File: src/rtl/router_pkg.sv
// Shared check-mode constants, dout source selector and check-fold helper
// for the router register block.
package router_pkg;

  localparam int PAR_XOR = 0;
  localparam int PAR_SUM = 1;
  localparam int FOLD_W  = 64;

  typedef enum logic [1:0] {
    SRC_HOLD = 2'd0,
    SRC_HDR  = 2'd1,
    SRC_POP  = 2'd2,
    SRC_DIN  = 2'd3
  } dout_src_e;

  // Callers zero-extend to FOLD_W and truncate the result to their byte width.
  function automatic logic [FOLD_W-1:0] chk_fold(input logic [FOLD_W-1:0] acc,
                                                 input logic [FOLD_W-1:0] b,
                                                 input int mode);
    return (mode == PAR_SUM) ? (acc + b) : (acc ^ b);
  endfunction

endpackage

File: src/rtl/router_hold_fifo.sv
// Circular hold buffer: head visible combinationally, push/pop take effect on the edge.
// Pushes while full are ignored (caller flags the drop); flush empties it in one cycle.
module router_hold_fifo #(
  parameter int DATA_W     = 8,
  parameter int HOLD_DEPTH = 4
) (
  input  logic                          clock,
  input  logic                          reset,
  input  logic                          i_flush,
  input  logic                          i_push,
  input  logic                          i_pop,
  input  logic [DATA_W-1:0]             i_dat,
  output logic [DATA_W-1:0]             o_dat,
  output logic [$clog2(HOLD_DEPTH):0]   o_count,
  output logic                          o_full
);

  localparam int AW = $clog2(HOLD_DEPTH);
  localparam int CW = AW + 1;

  logic [DATA_W-1:0] r_mem [HOLD_DEPTH];
  logic [AW-1:0]     r_wptr;
  logic [AW-1:0]     r_rptr;
  logic [CW-1:0]     r_count;
  logic              w_wr;
  logic              w_rd;

  assign o_full  = (r_count == CW'(HOLD_DEPTH));
  assign w_wr    = i_push && !o_full && !i_flush;
  assign w_rd    = i_pop && (r_count != '0) && !i_flush;
  assign o_dat   = r_mem[r_rptr];
  assign o_count = r_count;

  // Power-of-two depth lets the pointers wrap by natural overflow.
  always_ff @(posedge clock or posedge reset) begin
    if (reset) begin
      r_wptr  <= '0;
      r_rptr  <= '0;
      r_count <= '0;
    end else if (i_flush) begin
      r_wptr  <= '0;
      r_rptr  <= '0;
      r_count <= '0;
    end else begin
      if (w_wr) r_wptr <= r_wptr + AW'(1);
      if (w_rd) r_rptr <= r_rptr + AW'(1);
      r_count <= r_count + CW'(w_wr) - CW'(w_rd);
    end
  end

  always_ff @(posedge clock) begin
    if (w_wr) r_mem[r_wptr] <= i_dat;
  end

endmodule

File: src/rtl/router_reg_gen.sv
// Router register block: header/check registers, hold buffer, dout with 1-cycle latency;
// bytes park in the hold buffer while fifo_full. Optional err_count under ROUTER_REG_ERRCNT_EN.
module router_reg_gen
  import router_pkg::*;
#(
  parameter int DATA_W     = 8,
  parameter int HOLD_DEPTH = 4,
  parameter int PAR_MODE   = 0
) (
  input  logic                        clock,
  input  logic                        reset,
  input  logic                        pkt_valid,
  input  logic                        fifo_full,
  input  logic                        detect_add,
  input  logic                        lfd_state,
  input  logic                        ld_state,
  input  logic                        laf_state,
  input  logic                        full_state,
  input  logic                        rst_int_reg,
  input  logic [DATA_W-1:0]           data_in,
  output logic [DATA_W-1:0]           dout,
  output logic                        dout_valid,
  output logic                        parity_done,
  output logic                        low_pkt_valid,
  output logic                        err,
  output logic                        hold_ovf,
  output logic [$clog2(HOLD_DEPTH):0] hold_count
`ifdef ROUTER_REG_ERRCNT_EN
  ,
  output logic [15:0]                 err_count
`endif
);

  localparam int CW = $clog2(HOLD_DEPTH) + 1;

  logic [DATA_W-1:0] r_header;
  logic [DATA_W-1:0] r_chk;
  logic [DATA_W-1:0] r_chk_byte;
  logic              r_chk_vld;
  logic [DATA_W-1:0] r_dout;
  logic              r_dout_vld;
  logic              r_parity_done;
  logic              r_low_pkt_valid;
  logic              r_err;
  logic              r_hold_ovf;

  logic              w_accept;
  logic              w_direct;
  logic              w_push;
  logic              w_pop;
  logic              w_full;
  logic              w_wr_ok;
  logic              w_capture;
  logic              w_chk_have;
  logic [CW-1:0]     w_count;
  logic [CW-1:0]     w_count_nxt;
  logic [DATA_W-1:0] w_head;
  logic [DATA_W-1:0] w_chk_hdr;
  logic [DATA_W-1:0] w_chk_nxt;
  dout_src_e         w_src;

  assign w_accept   = ld_state && !full_state;
  assign w_direct   = w_accept && !fifo_full && (w_count == '0);
  assign w_push     = w_accept && !w_direct;
  assign w_pop      = laf_state && !fifo_full && (w_count != '0);
  assign w_wr_ok    = w_push && !w_full;
  assign w_capture  = w_accept && !pkt_valid;
  assign w_chk_have = r_chk_vld || w_capture;
  assign w_count_nxt = detect_add ? '0 : (w_count + CW'(w_wr_ok) - CW'(w_pop));

  router_hold_fifo #(
    .DATA_W    (DATA_W),
    .HOLD_DEPTH(HOLD_DEPTH)
  ) u_hold (
    .clock  (clock),
    .reset  (reset),
    .i_flush(detect_add),
    .i_push (w_push),
    .i_pop  (w_pop),
    .i_dat  (data_in),
    .o_dat  (w_head),
    .o_count(w_count),
    .o_full (w_full)
  );

  always_comb begin
    w_src = SRC_HOLD;
    if (lfd_state)     w_src = SRC_HDR;
    else if (w_pop)    w_src = SRC_POP;
    else if (w_direct) w_src = SRC_DIN;
  end

  // Header folds before the data byte when both land in one cycle.
  always_comb begin
    w_chk_hdr = r_chk;
    if (lfd_state)
      w_chk_hdr = DATA_W'(chk_fold(FOLD_W'(r_chk), FOLD_W'(r_header), PAR_MODE));
    w_chk_nxt = w_chk_hdr;
    if (w_accept && pkt_valid)
      w_chk_nxt = DATA_W'(chk_fold(FOLD_W'(w_chk_hdr), FOLD_W'(data_in), PAR_MODE));
  end

  always_ff @(posedge clock or posedge reset) begin
    if (reset) begin
      r_header        <= '0;
      r_chk           <= '0;
      r_chk_byte      <= '0;
      r_chk_vld       <= 1'b0;
      r_dout          <= '0;
      r_dout_vld      <= 1'b0;
      r_parity_done   <= 1'b0;
      r_low_pkt_valid <= 1'b0;
      r_err           <= 1'b0;
      r_hold_ovf      <= 1'b0;
    end else begin
      r_dout_vld <= (w_src != SRC_HOLD);
      case (w_src)
        SRC_HDR: r_dout <= r_header;
        SRC_POP: r_dout <= w_head;
        SRC_DIN: r_dout <= data_in;
        default: r_dout <= r_dout;
      endcase

      if (detect_add && pkt_valid) r_header <= data_in;

      // A new address abandons whatever packet was in flight.
      if (detect_add) begin
        r_chk         <= '0;
        r_chk_byte    <= '0;
        r_chk_vld     <= 1'b0;
        r_parity_done <= 1'b0;
        r_hold_ovf    <= 1'b0;
      end else begin
        r_chk <= w_chk_nxt;
        if (w_capture) begin
          r_chk_byte <= data_in;
          r_chk_vld  <= 1'b1;
        end
        if (w_chk_have && (w_count_nxt == '0)) r_parity_done <= 1'b1;
        if (w_push && w_full) r_hold_ovf <= 1'b1;
      end

      if (w_capture)        r_low_pkt_valid <= 1'b1;
      else if (rst_int_reg) r_low_pkt_valid <= 1'b0;

      r_err <= r_parity_done && (r_chk != r_chk_byte);
    end
  end

  assign dout          = r_dout;
  assign dout_valid    = r_dout_vld;
  assign parity_done   = r_parity_done;
  assign low_pkt_valid = r_low_pkt_valid;
  assign err           = r_err;
  assign hold_ovf      = r_hold_ovf;
  assign hold_count    = w_count;

`ifdef ROUTER_REG_ERRCNT_EN
  logic        r_err_d;
  logic        r_ovf_d;
  logic [15:0] r_err_count;
  logic [1:0]  w_inc;
  logic [16:0] w_sum;

  assign w_inc = {1'b0, r_err & ~r_err_d} + {1'b0, r_hold_ovf & ~r_ovf_d};
  assign w_sum = {1'b0, r_err_count} + {15'd0, w_inc};

  always_ff @(posedge clock or posedge reset) begin
    if (reset) begin
      r_err_d     <= 1'b0;
      r_ovf_d     <= 1'b0;
      r_err_count <= '0;
    end else begin
      r_err_d     <= r_err;
      r_ovf_d     <= r_hold_ovf;
      r_err_count <= w_sum[16] ? 16'hFFFF : w_sum[15:0];
    end
  end

  assign err_count = r_err_count;
`endif

endmodule

File: config.mk
export PLATFORM = sky130hd
export DESIGN_NAME = router_reg_gen
export DESIGN_NICKNAME = d
export VERILOG_FILES = /design/src/rtl/router_pkg.sv /design/src/rtl/router_hold_fifo.sv /design/src/rtl/router_reg_gen.sv
export SDC_FILE = /design/constraint.sdc
export NUM_CORES = 1
export LEC_CHECK = 0
export ABC_AREA = 1
export ABC_CLOCK_PERIOD_IN_PS = 5600
export BUFFER_PORTS_ARGS = -buffer_cell sky130_fd_sc_hd__buf_2
export CAP_MARGIN = 5
export CORE_UTILIZATION = 64
export CTS_CLUSTER_DIAMETER = 30
export CTS_CLUSTER_SIZE = 8
export DETAILED_ROUTE_END_ITERATION = 10
export GPL_TIMING_DRIVEN = 0
export PLACE_DENSITY = 0.85
export SLEW_MARGIN = 20
export SYNTH_ARGS = -nofsm -noshare
export SYNTH_HDL_FRONTEND = slang
export SYNTH_SLANG_ARGS = --single-unit
File: constraint.sdc
create_clock -name clock -period 5.6 [get_ports clock]
set_clock_uncertainty 0.05 [all_clocks]
set_input_delay 1.12 -clock clock [delete_from_list [all_inputs] [get_ports clock]]
set_output_delay 1.12 -clock clock [all_outputs]
set_load 0.005 [all_outputs]
==> results.toml <==
[worst_setup_path]
cp-end-kind = "flip-flop"
cpMaxStageDelayCell = "fa_1"
r2r-start = "u_hold.o_count[1]"
r2r-end = "parity_done"
r2r_cells = 13
cp_cell_sequence = "buf_2 -> nor2_1 -> nand2_4 -> inv_1 -> nand2_1 -> o21ai_0 -> ha_1 -> inv_1 -> fa_1 -> inv_1 -> nor2_1 -> nand3_1 -> a21oi_1"
path_depth = 13
crit_family = "adder cells"
cp.required_ns = 5.82
arrival_ns = 2.91
worstSetupPathType = "primary input to flip-flop"
max_stage_delay_ns = 0.47
cp_max_fo = 7
cp-start-kind = "primary input"
crit_top_cell = "inv_1"
crit_buf_inv = 4
reg2reg_slack_ns = 3.37

[sta]
fmax_ghz = 0.372
holdWs_ns = 0.442
final.min_clock_period_ns = 2.69
final.setup.worst_slack_ns = 2.91
tns_ns = 0
finalHoldViolations = 0
maxSlewViolCount = 0
relSlewSlack_pct = 66.6
worstMarginPinSlew_ns = 0.501
post-route-period-util_pct = 48.0
rsz0062_at_grt = "no"
setup_viol = 0

[clock_tree]
cts_tree = "built"
cts_buffer_depth = 2
clkLatencyLatePin_ns = 0.35
cts_root_buffer = "clkbuf_8"
postCtsHoldBufs = 0
clkSlewWorstSetupHoldPaths_ns = 0.08
cts_setup_buffers = 0
cts.sinks = 77
htreeDepth = 3
ctsResizeCount = 0
cts_buffers = 9

[yosys]
synthCells = 382
syn_area_sq_mm = 0.00372
synth_seq_cells = 77
seq_area_frac_synth_pct = 56.1
yosys_warnings = 0
syn_nets = 409
synth_compound_area_share_pct = 7.63
synth.area.mux_share_pct = 0
netlist.area_leader.share_pct = 30.3
yosys.area_share.simple_pct = 21.1
synth_cell_types = 29
synth_top_family_by_area = "simple AND/OR/NAND/NOR gates"
synth_fa_ha_area_share_pct = 3.43
avgSynthCellArea_sq_um = 9.74
synth_xor_area_share_pct = 4.24
synthTopCellsByArea = "dfrtp_1 (30%), edfxtp_1 (26%), nand2_1 (7.1%), inv_1 (4.6%), o21ai_0 (3.6%)"
yosysTopAreaCell = "dfrtp_1"

[final_layout]
antenna_cells = 0
final_nets = 454
utilization_pct = 75.4
instances_no_fill = 504
layout-drive-gt1-share_pct = 22.2
fillCellCount = 409
stdcell_area_sq_mm = 0.00418
area_delta_synth_final_pct = 12.3

[floorplan]
fp.dieW_um = 78.3
dieHeight_um = 78.3
start_util_pct = 67.2
coreArea_sq_mm = 0.00554
io_pins = 34
rows = 27
die_area_sq_mm = 0.00613

[place]
dpl.hpwl_um = 5640
dp.cells = 488
post-place-ws_ns = 2.56
portBuffers = 33
dpl_cell_area_sq_mm = 0.00400
place.gp.congestion = 0.855

[grt]
grt_max_degree = 35
antenna_found_initial = 0
grt_pass1_wl_um = 13100
grt_pass1_vias = 2748
grt_use_total_pct = 29.0
grt-ovfl-total = 0

[power_and_ir_drop]
switchingPower_mw = 0.394
seqPwrFrac_pct = 51.7
pwr-share-comb_pct = 18.4
irDropWorstVdd_mv = 0.206
p_leak_nw = 1.96
p_int_mw = 0.891
power.total_mw = 1.28
power.density_mw_per_mm2 = 307
swShare_pct = 30.7
p_clk_share_pct = 29.9

[worst_hold_path]
hold-path-cell-count = 2
min_path_type = "flip-flop to flip-flop"
hold_end = "r_header[1]"
hold_start = "r_header[1]"

[route]
drc_errors = 0
ant_nets = 0
vias = 2746
dr.pass1.iters = 5
drtIter0Drc = 220
post_drt_wl_per_cell_um = 15.5
wirelength_um = 7810
avgViaCountPerCell = 5.45

[flow_run]
cap_viol_max_count = 0

[outcome]
status = "finished, final reports clean"
==> per-layer routing <==
layer  track usage (%)  share of wire [%]  up-vias
met5                 0                  0        -
met4              10.7                1.9        0
met3              4.65                6.6       14
li1                  -                  -     1326
met2              48.2                 51       88
met1              38.7                 41     1318
==> registers in the layout, summed over array words and instances (netlist names), 2 cells and up <==
| signal | cells |
|---|---|
| u_hold.r_mem | 32 |
| u_hold.o_count | 3 |
| r_chk | 8 |
| u_hold.r_wptr | 2 |
| r_chk_byte | 8 |
| u_hold.r_rptr | 2 |
| r_header | 8 |
| dout | 8 |
==> worst register-to-register path, cell delays in order (launching register included) <==
cell,delay (ns)
dfrtp_1,0.50
inv_2,0.11
nand3_4,0.11
nand2_4,0.09
inv_1,0.10
nand2_1,0.07
o21ai_0,0.09
ha_1,0.17
inv_1,0.04
fa_1,0.47
inv_1,0.04
nor2_1,0.08
nand3_1,0.09
a21oi_1,0.13
==> power by group through the flow <==
stage,combinational [mW],clock [mW],sequential (mW)
final,0.237,0.384,0.664
after global routing,0.268,0.409,0.669
after CTS,0.239,0.387,0.664
after detailed placement,0.236,0,0.675
after global placement,0.225,0,0.673
after floorplan,0.163,0,0.671
==> worst max path at each step <==
stage,to,start,slack (ns)
2_1_floorplan,u_hold.o_count[2],laf_state,2.91
3_3_place_gp,parity_done,fifo_full,2.60
4_1_cts,parity_done,fifo_full,2.91
6_report,parity_done,fifo_full,2.91
3_5_place_dp,parity_done,fifo_full,2.56
5_1_grt,parity_done,fifo_full,2.74
==> logic make-up after synthesis <==
logic type / Yosys count
simple gates: 160
flops: 77
buf+inv: 66
compound gates: 52
xor+xnor: 18
fa+ha+maj: 9
==> cell usage after synthesis, drive strengths merged <==
| library cell | count |
|---|---|
| nand2 | 78 |
| ha | 7 |
| xnor2 | 7 |
| xor2 | 11 |
| fa | 2 |
| dfrtp | 45 |
| nand3 | 20 |
| a21oi | 5 |
| nand4 | 9 |
| clkbuf | 1 |
| buf | 8 |
| o21ai | 40 |
| inv | 57 |
| nor2 | 46 |
| edfxtp | 32 |
| o22ai | 7 |
| nor3 | 7 |
==> layout by cell type (no fill, tap or decap) <==
cell,instances
a21oi_1,5
buf_12,1
buf_2,36
buf_4,3
buf_6,2
clkbuf_1,1
clkbuf_8,9
clkinv_2,1
clkinv_4,4
dfrtp_1,45
edfxtp_1,32
fa_1,2
ha_1,7
inv_1,45
inv_2,11
inv_4,1
inv_6,2
nand2_1,70
nand2_2,4
nand2_4,4
nand3_1,18
nand3_4,2
nand4_1,9
nor2_1,34
nor2_2,7
nor2_4,4
nor2_8,1
nor3_1,7
o21ai_0,27
o21ai_1,9
o21ai_2,4
o22ai_1,7
xnor2_1,7
xor2_1,11
==> layout make-up <==
class | count | area [sq um] | area share (%)
flip-flops and latches | 77 | 2090 | 49.9
multi-input cells | 239 | 1360 | 32.4
inverters | 57 | 216 | 5.18
repair buffers | 34 | 185 | 4.43
clock buffers | 9 | 124 | 2.96
well taps | 72 | 90.1 | 2.16
plain buffers | 9 | 63.8 | 1.53
clock inverters | 7 | 57.6 | 1.38
(Power assumes the default switching activity.)
